--- src/rtl/watch_set_ctrl.sv ---
// Watch set-mode controller: run/set FSM with a sec/min/hour cursor, single-cycle
// up/down pulses with hold-to-auto-repeat, and the set-mode blink for the display.
module watch_set_ctrl #(
   parameter int unsigned HOLD_CYCLES   = 50_000_000,
   parameter int unsigned REPEAT_CYCLES = 10_000_000,
   parameter int unsigned BLINK_CYCLES  = 25_000_000
) (
   input  logic       clk,
   input  logic       rst,
   input  logic       i_btn_mode,
   input  logic       i_btn_left,
   input  logic       i_btn_right,
   input  logic       i_btn_up,
   input  logic       i_btn_down,
   output logic       o_sec_up,
   output logic       o_sec_down,
   output logic       o_min_up,
   output logic       o_min_down,
   output logic       o_hour_up,
   output logic       o_hour_down,
   output logic       o_set_mode,
   output logic [1:0] o_field,
   output logic       o_blink
);

   localparam int unsigned HW      = $clog2(HOLD_CYCLES);
   localparam int unsigned RW      = $clog2(REPEAT_CYCLES);
   localparam int unsigned BW      = $clog2(BLINK_CYCLES);
   localparam int unsigned NB      = 5;
   localparam int unsigned B_MODE  = 0;
   localparam int unsigned B_LEFT  = 1;
   localparam int unsigned B_RIGHT = 2;
   localparam int unsigned B_UP    = 3;
   localparam int unsigned B_DOWN  = 4;

   localparam logic [HW-1:0] HOLD_LAST   = HW'(HOLD_CYCLES - 1);
   localparam logic [RW-1:0] REPEAT_LAST = RW'(REPEAT_CYCLES - 1);
   localparam logic [BW-1:0] BLINK_LAST  = BW'(BLINK_CYCLES - 1);

   typedef enum logic [1:0] {
      ST_RUN  = 2'd0,
      ST_SEC  = 2'd1,
      ST_MIN  = 2'd2,
      ST_HOUR = 2'd3
   } state_e;

   state_e          state_q, state_d;
   logic [NB-1:0]   btn_c, edge_c, btn_prev_q;
   logic            smp_vld_q;
   logic            armed_q, armed_d;
   logic            dir_q, dir_d;
   logic            rep_ph_q, rep_ph_d;
   logic [HW-1:0]   hold_cnt_q, hold_cnt_d;
   logic [RW-1:0]   rep_cnt_q, rep_cnt_d;
   logic            blink_q, blink_d;
   logic [BW-1:0]   blink_cnt_q, blink_cnt_d;
   logic [5:0]      pulse_q, pulse_d;
   logic            fire_c, field_chg_c;
   logic [1:0]      dir_oh_c;

   // The first sample after reset only primes the edge register
   assign btn_c  = {i_btn_down, i_btn_up, i_btn_right, i_btn_left, i_btn_mode};
   assign edge_c = btn_c & ~btn_prev_q & {NB{smp_vld_q}};

   always_ff @(posedge clk or negedge rst) begin
      if (!rst) state_q <= ST_RUN;
      else      state_q <= state_d;
   end

   always_comb begin
      state_d = state_q;
      if (edge_c[B_MODE]) begin
         state_d = (state_q == ST_RUN) ? ST_SEC : ST_RUN;
      end else if (state_q != ST_RUN && (edge_c[B_LEFT] != edge_c[B_RIGHT])) begin
         case (state_q)
            ST_SEC:  state_d = edge_c[B_LEFT] ? ST_MIN  : ST_HOUR;
            ST_MIN:  state_d = edge_c[B_LEFT] ? ST_HOUR : ST_SEC;
            ST_HOUR: state_d = edge_c[B_LEFT] ? ST_SEC  : ST_MIN;
            default: state_d = ST_RUN;
         endcase
      end
   end

   always_comb begin
      armed_d     = armed_q;
      dir_d       = dir_q;
      rep_ph_d    = rep_ph_q;
      hold_cnt_d  = hold_cnt_q;
      rep_cnt_d   = rep_cnt_q;
      blink_d     = blink_q;
      blink_cnt_d = blink_cnt_q;
      pulse_d     = '0;
      fire_c      = 1'b0;
      dir_oh_c    = 2'b00;
      field_chg_c = (state_d != state_q);

      // Any disturbance drops the repeat; only a fresh press re-arms it
      if (state_d == ST_RUN || field_chg_c || (btn_c[B_UP] && btn_c[B_DOWN])) begin
         armed_d    = 1'b0;
         rep_ph_d   = 1'b0;
         hold_cnt_d = '0;
         rep_cnt_d  = '0;
      end else if (edge_c[B_UP] || edge_c[B_DOWN]) begin
         fire_c     = 1'b1;
         armed_d    = 1'b1;
         dir_d      = edge_c[B_DOWN];
         rep_ph_d   = 1'b0;
         hold_cnt_d = '0;
         rep_cnt_d  = '0;
      end else if (armed_q && (dir_q ? btn_c[B_DOWN] : btn_c[B_UP])) begin
         if (!rep_ph_q) begin
            if (hold_cnt_q == HOLD_LAST) begin
               fire_c     = 1'b1;
               rep_ph_d   = 1'b1;
               hold_cnt_d = '0;
               rep_cnt_d  = '0;
            end else begin
               hold_cnt_d = hold_cnt_q + HW'(1);
            end
         end else if (rep_cnt_q == REPEAT_LAST) begin
            fire_c    = 1'b1;
            rep_cnt_d = '0;
         end else begin
            rep_cnt_d = rep_cnt_q + RW'(1);
         end
      end else begin
         armed_d    = 1'b0;
         rep_ph_d   = 1'b0;
         hold_cnt_d = '0;
         rep_cnt_d  = '0;
      end

      dir_oh_c = dir_d ? 2'b10 : 2'b01;
      if (fire_c) begin
         case (state_q)
            ST_SEC:  pulse_d[1:0] = dir_oh_c;
            ST_MIN:  pulse_d[3:2] = dir_oh_c;
            ST_HOUR: pulse_d[5:4] = dir_oh_c;
            default: pulse_d      = '0;
         endcase
      end

      if (state_d == ST_RUN) begin
         blink_d     = 1'b0;
         blink_cnt_d = '0;
      end else if (field_chg_c) begin
         blink_d     = 1'b1;
         blink_cnt_d = '0;
      end else if (blink_cnt_q == BLINK_LAST) begin
         blink_d     = ~blink_q;
         blink_cnt_d = '0;
      end else begin
         blink_cnt_d = blink_cnt_q + BW'(1);
      end
   end

   always_ff @(posedge clk or negedge rst) begin
      if (!rst) begin
         btn_prev_q  <= '0;
         smp_vld_q   <= 1'b0;
         armed_q     <= 1'b0;
         dir_q       <= 1'b0;
         rep_ph_q    <= 1'b0;
         hold_cnt_q  <= '0;
         rep_cnt_q   <= '0;
         blink_q     <= 1'b0;
         blink_cnt_q <= '0;
         pulse_q     <= '0;
      end else begin
         btn_prev_q  <= btn_c;
         smp_vld_q   <= 1'b1;
         armed_q     <= armed_d;
         dir_q       <= dir_d;
         rep_ph_q    <= rep_ph_d;
         hold_cnt_q  <= hold_cnt_d;
         rep_cnt_q   <= rep_cnt_d;
         blink_q     <= blink_d;
         blink_cnt_q <= blink_cnt_d;
         pulse_q     <= pulse_d;
      end
   end

   assign o_sec_up    = pulse_q[0];
   assign o_sec_down  = pulse_q[1];
   assign o_min_up    = pulse_q[2];
   assign o_min_down  = pulse_q[3];
   assign o_hour_up   = pulse_q[4];
   assign o_hour_down = pulse_q[5];
   assign o_set_mode  = (state_q != ST_RUN);
   assign o_field     = state_q;
   assign o_blink     = blink_q;

endmodule

--- config.mk ---
export PLATFORM = sky130hd
export DESIGN_NAME = watch_set_ctrl
export DESIGN_NICKNAME = d
export VERILOG_FILES = /design/src/rtl/watch_set_ctrl.sv
export SDC_FILE = /design/constraint.sdc
export NUM_CORES = 1
export LEC_CHECK = 0
export ABC_AREA = 1
export BUFFER_PORTS_ARGS = -buffer_cell sky130_fd_sc_hd__buf_2
export CORE_MARGIN = 2
export CORE_UTILIZATION = 57
export DETAILED_ROUTE_END_ITERATION = 10
export PLACE_DENSITY = 0.77
export RECOVER_POWER = 100
export SKIP_CTS_REPAIR_TIMING = 1
export SLEW_MARGIN = 20
export SYNTH_ARGS = -nofsm -noshare
export SYNTH_HDL_FRONTEND = slang
export SYNTH_SLANG_ARGS = --single-unit
--- constraint.sdc ---
create_clock -name clk -period 2 [get_ports clk]
set_clock_uncertainty 0.05 [all_clocks]
set_input_delay 0.4 -clock clk [delete_from_list [all_inputs] [get_ports clk]]
set_output_delay 0.4 -clock clk [all_outputs]
set_load 0.01 [all_outputs]
==> impl_results.rst <==
.. list-table::
   :header-rows: 1

   * - Metric
     - Value
   * - Max Fclk
     - about 460 MHz
   * - Tmin final
     - 2160 ps
   * - Leading register cell type out of synthesis
     - sky130_fd_sc_hd__dfrtp_1
   * - Launch instance of the worst min-delay path
     - i_btn_mode
   * - Clock latency reported for the late side of the worst-skew pair
     - approximately 370 ps
   * - Synthesized area divided by synthesized cell count
     - roughly 7 µm²
   * - Pre-CTS setup slack
     - -185 ps
   * - Initial standard-cell utilization of the core
     - between 50% and 60%
   * - Outcome
     - finished with violations
   * - Post-placement cell area
     - around 6600 µm²
   * - Remaining number of nets flagged by the antenna check after routing
     - 0
   * - DRT Wirelength
     - 17,900 µm
   * - Die span in x
     - between 100 and 150 µm
   * - Final core area utilization
     - ~74%
   * - Total Nets Final
     - just over 900
   * - Antenna violations before repair
     - 0
   * - P_leak
     - between 3 and 4 nW
   * - Cell at the root of the clock tree
     - sky130_fd_sc_hd__clkbuf_8
   * - Met1 WL
     - around 7400 µm
   * - Sequential share of the synthesized area
     - between 30% and 40%
   * - Ant diodes
     - 0
   * - GR Util All Layers
     - 29.0%
   * - Top Ports
     - 17
   * - Cells after synthesis
     - 850
   * - Slack of the critical path
     - -158 ps
   * - Top cell type by total area after synthesis
     - sky130_fd_sc_hd__dfrtp_1
   * - Final global-route overflow total
     - 0
   * - Biggest fanout along the worst timing path
     - 10
   * - Total DRC errors in the routed layout
     - 0
   * - Top routing layer in use
     - met4
   * - Design area
     - between 7000 and 8000 µm²
   * - Top-area cell type share of the netlist area
     - 38.3%
   * - Clock tree buffer depth
     - 2
   * - Number of standard-cell rows in the floorplan
     - 37
   * - Number of vias after detailed routing
     - 6,258
   * - Maximum level of the CTS H-tree
     - 3
   * - Asr flop ratio synth
     - 100%
   * - Count of cell types in the netlist
     - 42
   * - Sinks on Clock Net
     - 93
   * - WP data arrival
     - 2420 ps
   * - Final Max Slew Viols
     - 0
   * - Detailed-route wire length per cell
     - 16.8 µm
   * - Critical Path Source Type
     - register
   * - Post-synth EDFFs
     - 0
   * - Buffers on Ports
     - 16
   * - Maximum resistive drop on vdd
     - 0.000916 V
   * - Top post-synthesis cells by area
     - sky130_fd_sc_hd__dfrtp_1, sky130_fd_sc_hd__nand2_1, sky130_fd_sc_hd__nand3_1, sky130_fd_sc_hd__inv_1, sky130_fd_sc_hd__nor2_1
   * - CP endpoint kind
     - register
   * - CTS Buf Count
     - 9
   * - Most used standard cells in the synthesized netlist
     - sky130_fd_sc_hd__nand2_1, sky130_fd_sc_hd__inv_1, sky130_fd_sc_hd__nand3_1
   * - Most repeated cell in the gate-level netlist after synthesis
     - sky130_fd_sc_hd__nand2_1
   * - Number of maximum-capacitance violations
     - 0
   * - Number of global-route vias before repair
     - 5,848
   * - Die boundary height
     - around 110 µm
   * - Required time reported for the critical path endpoint
     - ~2300 ps
   * - Final RePlAce weighted congestion
     - around 1
   * - Slew of the pin with the lowest slew margin
     - around 810 ps
   * - Number of hold violations in the final report
     - 0
   * - Initial DRC count
     - between 700 and 800
   * - Clk slew on worst S/H paths
     - 90 ps
   * - Failing checks
     - setup timing
   * - Critical path startpoint
     - smp_vld_q$_DFF_PN0_
   * - Worst slew margin relative to its limit
     - a little under half
   * - First-pass DRT Iterations
     - 5
   * - Setup repair after global routing missed its margin
     - yes
   * - Hold crit path type
     - input port to register
   * - Wire length of the first global-routing pass
     - around 27,000 µm
   * - Fraction of layout instances using a drive strength above 1
     - around 24%
   * - Power density over cell area
     - roughly 750 nW/µm²
   * - Area grow syn2layout
     - 25.1%
   * - Met2 WL post-DR
     - ~9000 µm
   * - Maximum number of pins on one net before global-route repair
     - 46
   * - Critical path start-end classification
     - register to register
   * - Die area
     - approximately 12,000 µm²
   * - Period Utilization, post-route
     - 108%
   * - Detail Route met3 WL
     - approximately 1200 µm
   * - #FFs+latches synth
     - 93
   * - Final setup violating endpoints
     - 66
   * - Syn nets
     - 860
   * - Total number of yosys warnings
     - 0
   * - Launch point of the worst reg-to-reg path
     - smp_vld_q$_DFF_PN0_
   * - Summed instance area of the synthesized netlist
     - roughly 6100 µm²
   * - DR vias/cell
     - 5.88
   * - Clock tree from TritonCTS
     - built
   * - Area inside the core boundary
     - 10,300 µm²
   * - DP HPWL
     - 11,600 µm
[flip-flops by register name, summed over array words and instances (netlist names)]
signal and flops:
blink_cnt_q 25, dir_q 1, rep_cnt_q 24, smp_vld_q 1, o_field 2, hold_cnt_q 26, armed_q 1, btn_prev_q 5
o_blink 1, rep_ph_q 1, pulse_q 6
[through the flow]
stage               TNS, ps  power [mW]  cells  hold WS (ps)
CTS                   -3450        4.96   1045         -81.4
floorplan                 0        2.83    850          54.4
finish                -7380        5.70   1065           121
global route         -15350        5.93   1065           110
detailed placement    -8240        3.33   1030           322
global placement      -2720        3.29   1030           313
[worst paths after layout]
path,endpoint,slack (ps),depth (start not counted)
min in group asynchronous,hold_cnt_q[16]$_DFFE_PN0P_,590,2
max in group asynchronous,rep_cnt_q[9]$_DFFE_PN0P_,240,3
min,btn_prev_q[0]$_DFF_PN0_,120,1
max reg2reg,hold_cnt_q[17]$_DFFE_PN0P_,-160,15
max,hold_cnt_q[17]$_DFFE_PN0P_,-160,15
min reg2reg,blink_cnt_q[8]$_DFF_PN0_,500,1
[cell families (layout without fill, tap and decap cells)]
family,Yosys count,count (layout),synth area share [%]
compound gates,33,33,3.23
flops,93,93,38.3
buf+inv,141,220,9.72
other cells,1,1,0.0617
xor+xnor,40,40,5.76
simple gates,539,539,42.3
fa+ha+maj,3,3,0.618
[placed cells by master, fill, tap and decap left out, types with 9 or more instances in the layout]
cell	instances
sky130_fd_sc_hd__buf_6	11
sky130_fd_sc_hd__nor4_1	9
sky130_fd_sc_hd__buf_4	56
sky130_fd_sc_hd__xor2_1	31
sky130_fd_sc_hd__nor2_2	17
sky130_fd_sc_hd__nor2_1	73
sky130_fd_sc_hd__nand2_2	24
sky130_fd_sc_hd__nor3_1	43
sky130_fd_sc_hd__dfrtp_1	92
sky130_fd_sc_hd__inv_1	103
sky130_fd_sc_hd__clkbuf_8	9
sky130_fd_sc_hd__nand4_1	49
sky130_fd_sc_hd__nand2_1	174
sky130_fd_sc_hd__nand3_1	80
sky130_fd_sc_hd__nor2_4	11
sky130_fd_sc_hd__nand3_2	31
sky130_fd_sc_hd__a21oi_1	9
[power by group]
group	switching, mW	internal, mW	total (mW)	leakage (nW)
combinational	1.17	0.863	2.03	2.14
sequential	0.0877	1.94	2.03	1.28
clock	0.697	0.952	1.65	0.126
total	1.95	3.75	5.70	3.55
[critical path: stages, from the launching register on]
cell,delay [ps]
sky130_fd_sc_hd__dfrtp_2,440
sky130_fd_sc_hd__nand2_2,80
sky130_fd_sc_hd__nor2_4,120
sky130_fd_sc_hd__nand2_2,100
sky130_fd_sc_hd__nand2_4,90
sky130_fd_sc_hd__nand2_2,50
sky130_fd_sc_hd__nand2_2,90
sky130_fd_sc_hd__nand3_2,100
sky130_fd_sc_hd__nand2_4,110
sky130_fd_sc_hd__buf_6,100
sky130_fd_sc_hd__nand4_4,100
sky130_fd_sc_hd__nor2_4,170
sky130_fd_sc_hd__buf_6,160
sky130_fd_sc_hd__buf_12,140
sky130_fd_sc_hd__o211ai_1,120
sky130_fd_sc_hd__nand2_1,90
[per-layer routing]
layer  global-route usage, %  vias to the layer above
met3                    4.66                       39
met4                    9.28                        0
li1                        -                     2934
met5                       0                        -
met2                    49.8                      265
met1                    37.5                     3020
[final cells by class]
| type | instances | area, µm² |
|---|---|---|
| inverter | 110 | 420 |
| multi-input combinational | 616 | 3580 |
| sequential | 93 | 2330 |
| fill | 773 | 2720 |
| timing repair buffer | 95 | 846 |
| clock inverter | 6 | 136 |
| tap | 136 | 170 |
| clock buffer | 9 | 124 |
Note: power is estimated with default switching activity, not from simulation.
